[src/rtl/aoi_pkg.sv]
// Shared encodings and constants for the AOI filter bank.
package aoi_pkg;

  localparam logic [1:0] MODE_REG   = 2'd0;
  localparam logic [1:0] MODE_FILT  = 2'd1;
  localparam logic [1:0] MODE_LATCH = 2'd2;
  localparam logic [1:0] MODE_RSVD  = 2'd3;

  // Idle level of a NOR-style gate output; also the reset value of out.
  localparam logic OUT_IDLE = 1'b1;

  // Deglitch counter width: enough to count to FILTER-1, never zero bits.
  function automatic int unsigned cnt_width(input int unsigned filter);
    int unsigned w;
    w = $clog2(filter);
    return (w < 1) ? 1 : w;
  endfunction

endpackage

[src/rtl/aoi_filter_chan.sv]
// One AOI gate with its registered / deglitched / strobe-latched output and fall pulse.
module aoi_filter_chan
  import aoi_pkg::*;
#(
  parameter int unsigned TERMS  = 2,
  parameter int unsigned INPUTS = 2,
  parameter int unsigned FILTER = 3
) (
  input  logic                      clk,
  input  logic                      rst_n,
  input  logic [TERMS*INPUTS-1:0]   gin,
  input  logic [1:0]                mode,
  input  logic                      mode_changed,
  input  logic                      strobe,
  output logic                      raw,
  output logic                      out,
  output logic                      fall
);

  localparam int unsigned CW = cnt_width(FILTER);
  localparam logic [CW-1:0] CNT_LAST = CW'(FILTER - 1);

  logic [TERMS-1:0] term;
  logic [CW-1:0]    cnt;
  logic [CW-1:0]    cnt_nxt;
  logic             out_nxt;

  // AND terms of the gate.
  always_comb begin
    term = '0;
    for (int t = 0; t < TERMS; t++) begin
      term[t] = &gin[t*INPUTS +: INPUTS];
    end
  end

  assign raw = ~|term;

  // Next output level and deglitch count; a mode change freezes out and clears the count.
  always_comb begin
    out_nxt = out;
    cnt_nxt = '0;
    if (!mode_changed) begin
      case (mode)
        MODE_FILT: begin
          if (raw != out) begin
            if (cnt == CNT_LAST) begin
              out_nxt = raw;
            end else begin
              cnt_nxt = cnt + CW'(1);
            end
          end
        end
        MODE_LATCH: begin
          if (strobe) begin
            out_nxt = raw;
          end
        end
        default: begin
          out_nxt = raw;
        end
      endcase
    end
  end

  // State registers; fall flags the cycle out first reads 0 after reading 1.
  always_ff @(posedge clk or negedge rst_n) begin
    if (!rst_n) begin
      out  <= OUT_IDLE;
      cnt  <= '0;
      fall <= 1'b0;
    end else begin
      out  <= out_nxt;
      cnt  <= cnt_nxt;
      fall <= out & ~out_nxt;
    end
  end

endmodule

[src/rtl/aoi_filter_bank.sv]
// Bank of independent AOI channels sharing mode, strobe and mode-change detection.
module aoi_filter_bank
  import aoi_pkg::*;
#(
  parameter int unsigned CHANNELS = 6,
  parameter int unsigned TERMS    = 2,
  parameter int unsigned INPUTS   = 2,
  parameter int unsigned FILTER   = 3
) (
  input  logic                               clk,
  input  logic                               rst_n,
  input  logic [1:0]                         mode,
  input  logic                               strobe,
  input  logic [CHANNELS*TERMS*INPUTS-1:0]   gin,
  output logic [CHANNELS-1:0]                raw,
  output logic [CHANNELS-1:0]                out,
  output logic [CHANNELS-1:0]                fall
);

  localparam int unsigned CW_IN = TERMS * INPUTS;

  logic [1:0] mode_prev;
  logic       mode_changed;

  // Previous-cycle mode, used to detect the first cycle of a new mode.
  always_ff @(posedge clk or negedge rst_n) begin
    if (!rst_n) begin
      mode_prev <= MODE_REG;
    end else begin
      mode_prev <= mode;
    end
  end

  assign mode_changed = (mode != mode_prev);

  for (genvar c = 0; c < CHANNELS; c++) begin : g_chan
    aoi_filter_chan #(
      .TERMS  (TERMS),
      .INPUTS (INPUTS),
      .FILTER (FILTER)
    ) u_chan (
      .clk          (clk),
      .rst_n        (rst_n),
      .gin          (gin[c*CW_IN +: CW_IN]),
      .mode         (mode),
      .mode_changed (mode_changed),
      .strobe       (strobe),
      .raw          (raw[c]),
      .out          (out[c]),
      .fall         (fall[c])
    );
  end

endmodule

[config.mk]
export PLATFORM = sky130hd
export DESIGN_NAME = aoi_filter_bank
export DESIGN_NICKNAME = d
export VERILOG_FILES = /design/src/rtl/aoi_pkg.sv /design/src/rtl/aoi_filter_chan.sv /design/src/rtl/aoi_filter_bank.sv
export SDC_FILE = /design/constraint.sdc
export NUM_CORES = 1
export LEC_CHECK = 0
export BUFFER_PORTS_ARGS = -buffer_cell sky130_fd_sc_hd__buf_2
export CORE_MARGIN = 4
export CORE_UTILIZATION = 46
export DETAILED_ROUTE_END_ITERATION = 8
export PLACE_DENSITY = 0.85
export REMOVE_ABC_BUFFERS = 1
export SLEW_MARGIN = 20
export SYNTH_ARGS = -nofsm -noshare
export SYNTH_HDL_FRONTEND = slang
export SYNTH_SLANG_ARGS = --single-unit
[constraint.sdc]
create_clock -name clk -period 1.15 [get_ports clk]
set_input_delay 0.23 -clock clk [delete_from_list [all_inputs] [get_ports clk]]
set_output_delay 0.23 -clock clk [all_outputs]
set_load 0.02 [all_outputs]
Word-level counts from Yosys, hierarchy flattened
Index checks and enable logic that the tools add are counted.
{ "word_totals": {"ff_bits": 26, "inputBits": 29, "wordCells": 130} }
{ "op_classes": {"n_reduce_logical": 24, "muxes": 54, "bitwise": 12, "n_addsub": 6, "eq_ne": 15} }
{ "op_table": {"columns": ["cell", "count"], "rows": [
  ["2-to-1 mux 2 bit", 24],
  ["2-to-1 mux 1 bit", 24],
  ["AND reduction 2 bit", 12],
  ["== test 2 bit (second input constant)", 7],
  ["adder 2 x 1 -> 2 bit (second input constant)", 6],
  ["one-hot mux 1 bit (2 select lines)", 6],
  ["OR reduction 2 bit", 6],
  ["AND 1 bit", 6],
  ["zero test 1 bit", 6],
  ["inequality test 1 bit", 6],
  ["inverter 1 bit", 6],
  ["== test 2 x 1 -> 1 bit (second input constant)", 1],
  ["inequality test 2 bit", 1]
]} }

Logic depth before layout (Yosys ltp)
{ "logic_depth": {"depth_word": 9, "depth_mapped": 6} }

Hierarchy
From an unflattened synthesis, not the netlist that was laid out.
{ "hier_totals": {"hier_cells": 161, "hier_area_um2": 1730.4} }
{ "modules_own_cells": {"columns": ["module", "instances", "area_each_um2", "seq_area_each_um2", "cells_each"], "rows": [
  ["aoi_filter_chan", 6, 276.5, 101.3, 26],
  ["aoi_filter_bank", 1, 71.3, 50.0, 5]
]} }

Worst setup path after synthesis
OpenSTA, ideal clock, no wires.
{ "synth_timing": {"path_type": "input-to-reg", "from": "input mode[0]", "to": "register g_chan[0].u_chan.fall", "stages": 6, "slack_ns": -0.233, "arrival_time_ns": 1.317, "n_path_buf": 0, "required_time_ns": 1.084, "path_cell_list": "inv_1 -> ha_1 -> and2b_4 -> a311o_1 -> nand2_1 -> and3_1"} }
{ "synth_between": {"elab_chain_cells": 5} }
{ "synth_rtl": {"columns": ["item", "line_no", "text"], "rows": [
  ["start, declared", "aoi_filter_bank.sv:12", "input logic [1:0] mode,"],
  ["== test 2 bit / == test 2 x 1 -> 1 bit (equally long branches)", "aoi_filter_chan.sv:43", "case (mode)"],
  ["one-hot mux 1 bit (2 select lines)", "aoi_filter_chan.sv:43", null],
  ["2-to-1 mux 1 bit (*)", "aoi_filter_chan.sv:42", "if (!mode_changed) begin"],
  ["inverter 1 bit (*)", "aoi_filter_chan.sv:74", "fall <= out & ~out_nxt;"],
  ["AND 1 bit (*)", "aoi_filter_chan.sv:74", null],
  ["end signal, assigned", "aoi_filter_chan.sv:74", null],
  ["end, declared", "aoi_filter_chan.sv:17", "output logic fall"]
]} }
Every way passes the cells marked *; elsewhere a longest branch is shown, timed or not.

Worst setup path after layout
{ "layout_timing": {"from": "register mode_prev[1]", "to": "register g_chan[3].u_chan.cnt[1]"} }
{ "layout_between": {"elab_chain_cells": 2} }
{ "layout_rtl": {"columns": ["item", "line_no", "text"], "rows": [
  ["start, declared", "aoi_filter_bank.sv:22", "logic [1:0] mode_prev;"],
  ["start signal, assigned", "aoi_filter_bank.sv:30", "mode_prev <= mode;"],
  ["inequality test 2 bit", "aoi_filter_bank.sv:34", "assign mode_changed = (mode != mode_prev);"],
  ["2-to-1 mux 2 bit", "aoi_filter_chan.sv:42", null],
  ["named net g_chan[3].u_chan.cnt_nxt[1]", "aoi_filter_chan.sv:25", "logic [CW-1:0] cnt_nxt;"],
  ["end signal, assigned", "aoi_filter_chan.sv:73", "cnt <= cnt_nxt;"],
  ["end, declared", "aoi_filter_chan.sv:24", "logic [CW-1:0] cnt;"]
]} }
The timed path passes the listed nets, and every way through them passes these cells.

==> results.md <==
* Prevailing post-synth register cell: dfrtp_1
* Share of cells above drive strength 1 at approximately three fifths
* Post-synth ARST share at 100.0%
* Starting DRT DRC Count at 72
* Max Clock Skew at 0.004144 ns
* Initial antenna violation count at 0
* Row count at 20
* Cts bufs inserted at 3
* Seq cells post-synth at 26
* IO Count at 47
* Min-Delay Path Class: in -> reg
* Avg Vias per Cell at 5.261
* Worst setup EP type: register
* Gpl congestion at a little over 0.8
* Overall die height at 65.37 um
* Largest net degree at the start of global routing at 27
* Post-synth design cell area at ~1500 sq um
* Root buffer cell: clkbuf_4
* Die ar. at 4273 sq um
* Core area at 3103 sq um
* Die Width at 65.37 um
* Final Cycle Share at 115.7%
* Crit-path cells: xor2_1, nor2_4, nand2_2, buf_12, nor4b_4
* Max cap viols at 0
* Failing checks: setup timing
* Gr ovfl total at 0
* Port Buf Inserts at 46
* Startpoint types: register
* Clk Latency, worst-skew pair at 0.31 ns
* Place WS at -0.4394 ns
* Setup CP Type: reg -> reg
* GRT Overall Usage at 18.46%
* Number of global-route vias before repair at between 1000 and 1500
* Crit path required time at 1.39 ns
* Clock Pin Slew Worst Setup and Hold Paths at 0.15 ns
* Worst VDD drop at between 600 and 700 uV
* DRT Wirelength at 3.795 mm
* Htree depth at 1
* Max frequency at about 0.75 GHz
* Synth unique cells at 36
* Finished Core Util at 68.15%
* Clock Tree Buf Depth at 2
* Final setup fails at 30
* Yosys warning count at 0
* # DRC at 0
* CTS tree: done
* Drt pass-1 iters at 4
* Slowest CP cell: dfrtp_1
* Final critical-path required period at 1.330 ns
* Outcome: finished, violations left
* Clk sinks at 26
* Unrepaired setup endpoints after global routing: true
* Power per Cell Area at between 1000 and 1500 nW/um^2
* Final-report hold violation count at 0
* Area growth from synthesis to layout at 39.67%
* Worst slew pin tran at between 0.5 and 0.6 ns
* Static leakage at 0.9583 nW
* Nets at ~230
* Max stage delay on crit path at roughly 0.40 ns
* Final WS setup at -0.1804 ns
* HPWL after DPL at 2.566 mm
* Total number of vias at 1268
* Initial core utilization at 48.79%
* Arr. time, crit path at 1.57 ns
* Critical Path Fanout Max at 12
* Post-synth EDFFs at 0
* Setup slack, reg-to-reg at -0.18 ns
* Global-route wire length before repair at 6.085 mm
* Final Max Slew Viols at 0
* Antenna diodes at 0
* Max transition margin at 61.72%
* DRT antenna net count at 0
* Syn Area/Cell at between 10 and 15 sq um
* Part of the Yosys area used for sequential elements at 43.47%
* Mapped Cells at ~130
* Mean routed wirelength per cell at 15.75 um
==> path summary, 6_finish.rpt <==
check                                                  startpoint                                end  depth (start not counted)
worst max-delay path                       mode_prev[1]$_DFF_PN0_  g_chan[3].u_chan.cnt[1]$_DFF_PN0_                          5
worst min-delay path                                      mode[1]             mode_prev[1]$_DFF_PN0_                          1
worst max register to register             mode_prev[1]$_DFF_PN0_  g_chan[3].u_chan.cnt[1]$_DFF_PN0_                          5
worst min register to register  g_chan[4].u_chan.cnt[0]$_DFF_PN0_  g_chan[4].u_chan.cnt[0]$_DFF_PN0_                          1
max in group asynchronous                                   rst_n     g_chan[3].u_chan.out$_DFF_PN1_                          2
min in group asynchronous                                   rst_n  g_chan[0].u_chan.cnt[0]$_DFF_PN0_                          2
==> flip-flops by register name, indices dropped and copies added (netlist names) <==
signal / count
mode_prev: 2
g_chan.u_chan.cnt: 12
g_chan.u_chan.out: 6
g_chan.u_chan.fall: 6
==> synth_stat cells (2+ instances only) <==
cell      instances  area (sq um)
mux2_2            3         33.78
ha_1              2         25.02
xnor2_1           5         43.79
a311o_1           2         20.02
nor4b_2           2         30.03
a32oi_1           3         26.28
nor4_2            6         75.07
o21ai_0           6         30.03
a21oi_1           8         40.04
nor4b_4           2         47.55
a31oi_1           2         12.51
and3_1            2         12.51
xor2_1            3         26.28
dfstp_2           6         157.7
buf_4            18         135.1
a22oi_2           4         50.05
inv_1             4         15.01
a22o_1            2         17.52
nor4b_1           2         17.52
nand2b_1          3         18.77
nand2_1           8         30.03
dfrtp_1          20         500.5
nand3b_1          3         22.52
nor2b_1           4         25.02
nor2_1            3         11.26
==> power breakdown <==
part	switching [mW]	total (mW)	internal, mW
registers	0.0741	1.13	1.06
clock network	0.274	0.626	0.352
logic	0.624	1.25	0.623
total	0.972	3.01	2.04
==> stage by stage <==
stage	power (mW)	hold WS [ns]	area, sq um	std cells	TNS (ns)
floorplan	1.669	-0.06559	1363	114	-4.806
global placement	1.975	0.2381	1838	226	-5.656
detailed placement	2.013	0.2562	1838	226	-6.679
CTS	2.901	0.05669	2036	239	-3.599
global route	3.161	0.05291	2115	241	-5.495
finish	3.008	0.06913	2115	241	-3.726
==> worst max-delay path: cells and delay by family (launching register included) <==
kind | cells | cell delay [ns]
DFF | 1 | 0.40
buffers and inverters | 1 | 0.16
and+or+nand+nor | 3 | 0.51
xor gates and xnor gates | 1 | 0.18
==> placed cells by master, fill, tap and decap left out, types with 2 or more instances in the layout <==
cell | Yosys | routed
nand2b_1 | 3 | 3
nor2_2 | 0 | 2
xor2_1 | 3 | 3
o21ai_2 | 0 | 2
inv_1 | 4 | 4
nor4b_4 | 2 | 4
a21oi_1 | 8 | 7
buf_6 | 1 | 10
o21ai_1 | 0 | 2
buf_2 | 1 | 40
buf_12 | 0 | 2
a31oi_1 | 2 | 2
dfrtp_1 | 20 | 20
nor4b_2 | 2 | 2
nor3b_2 | 1 | 2
a32oi_2 | 0 | 3
nand2_1 | 8 | 8
a311o_1 | 2 | 2
ha_1 | 2 | 2
clkbuf_4 | 0 | 3
mux2_4 | 0 | 2
nor4_2 | 6 | 6
nand3b_1 | 3 | 3
xnor2_1 | 5 | 5
nor2b_1 | 4 | 4
a22o_1 | 2 | 2
o21ai_0 | 6 | 2
a22oi_2 | 4 | 5
and3_1 | 2 | 2
dfstp_2 | 6 | 6
buf_4 | 18 | 26
==> routing by layer <==
metal | track usage [%] | part of all wire (%) | up-vias
li1 | - | - | 592
met1 | 20.48 | 36 | 628
met2 | 35.52 | 57 | 42
met3 | 1.368 | 4.7 | 6
met4 | 8.031 | 2.2 | 0
met5 | 0 | 0 | -
==> final cells by class <==
class | count | area [sq um]
tap | 44 | 55.05
clock buffer | 3 | 22.52
fill | 223 | 988.4
sequential | 26 | 658.1
multi-input combinational | 84 | 775.7
timing repair buffer | 79 | 558.0
clock inverter | 1 | 30.03
inverter | 4 | 15.01
==> logic make-up after synthesis <==
family,Yosys count,share of synthesized area (%)
compound gates,28,13.47
xor+xnor,8,4.628
fa+ha+maj,2,1.653
buf+inv,24,10.99
flops,26,43.47
mux,3,2.231
simple gates,43,23.55
==> repair_timing <==
item | CTS | global route
hold endpoints to repair | 20 | 0
resized for setup | 19 | 17
setup buffers | 8 | 2
pin swaps | 2 | 5
hold buffers | 1 | 0
setup endpoints to repair | 30 | 31
No activity file was read; power rests on OpenSTA's default activity.
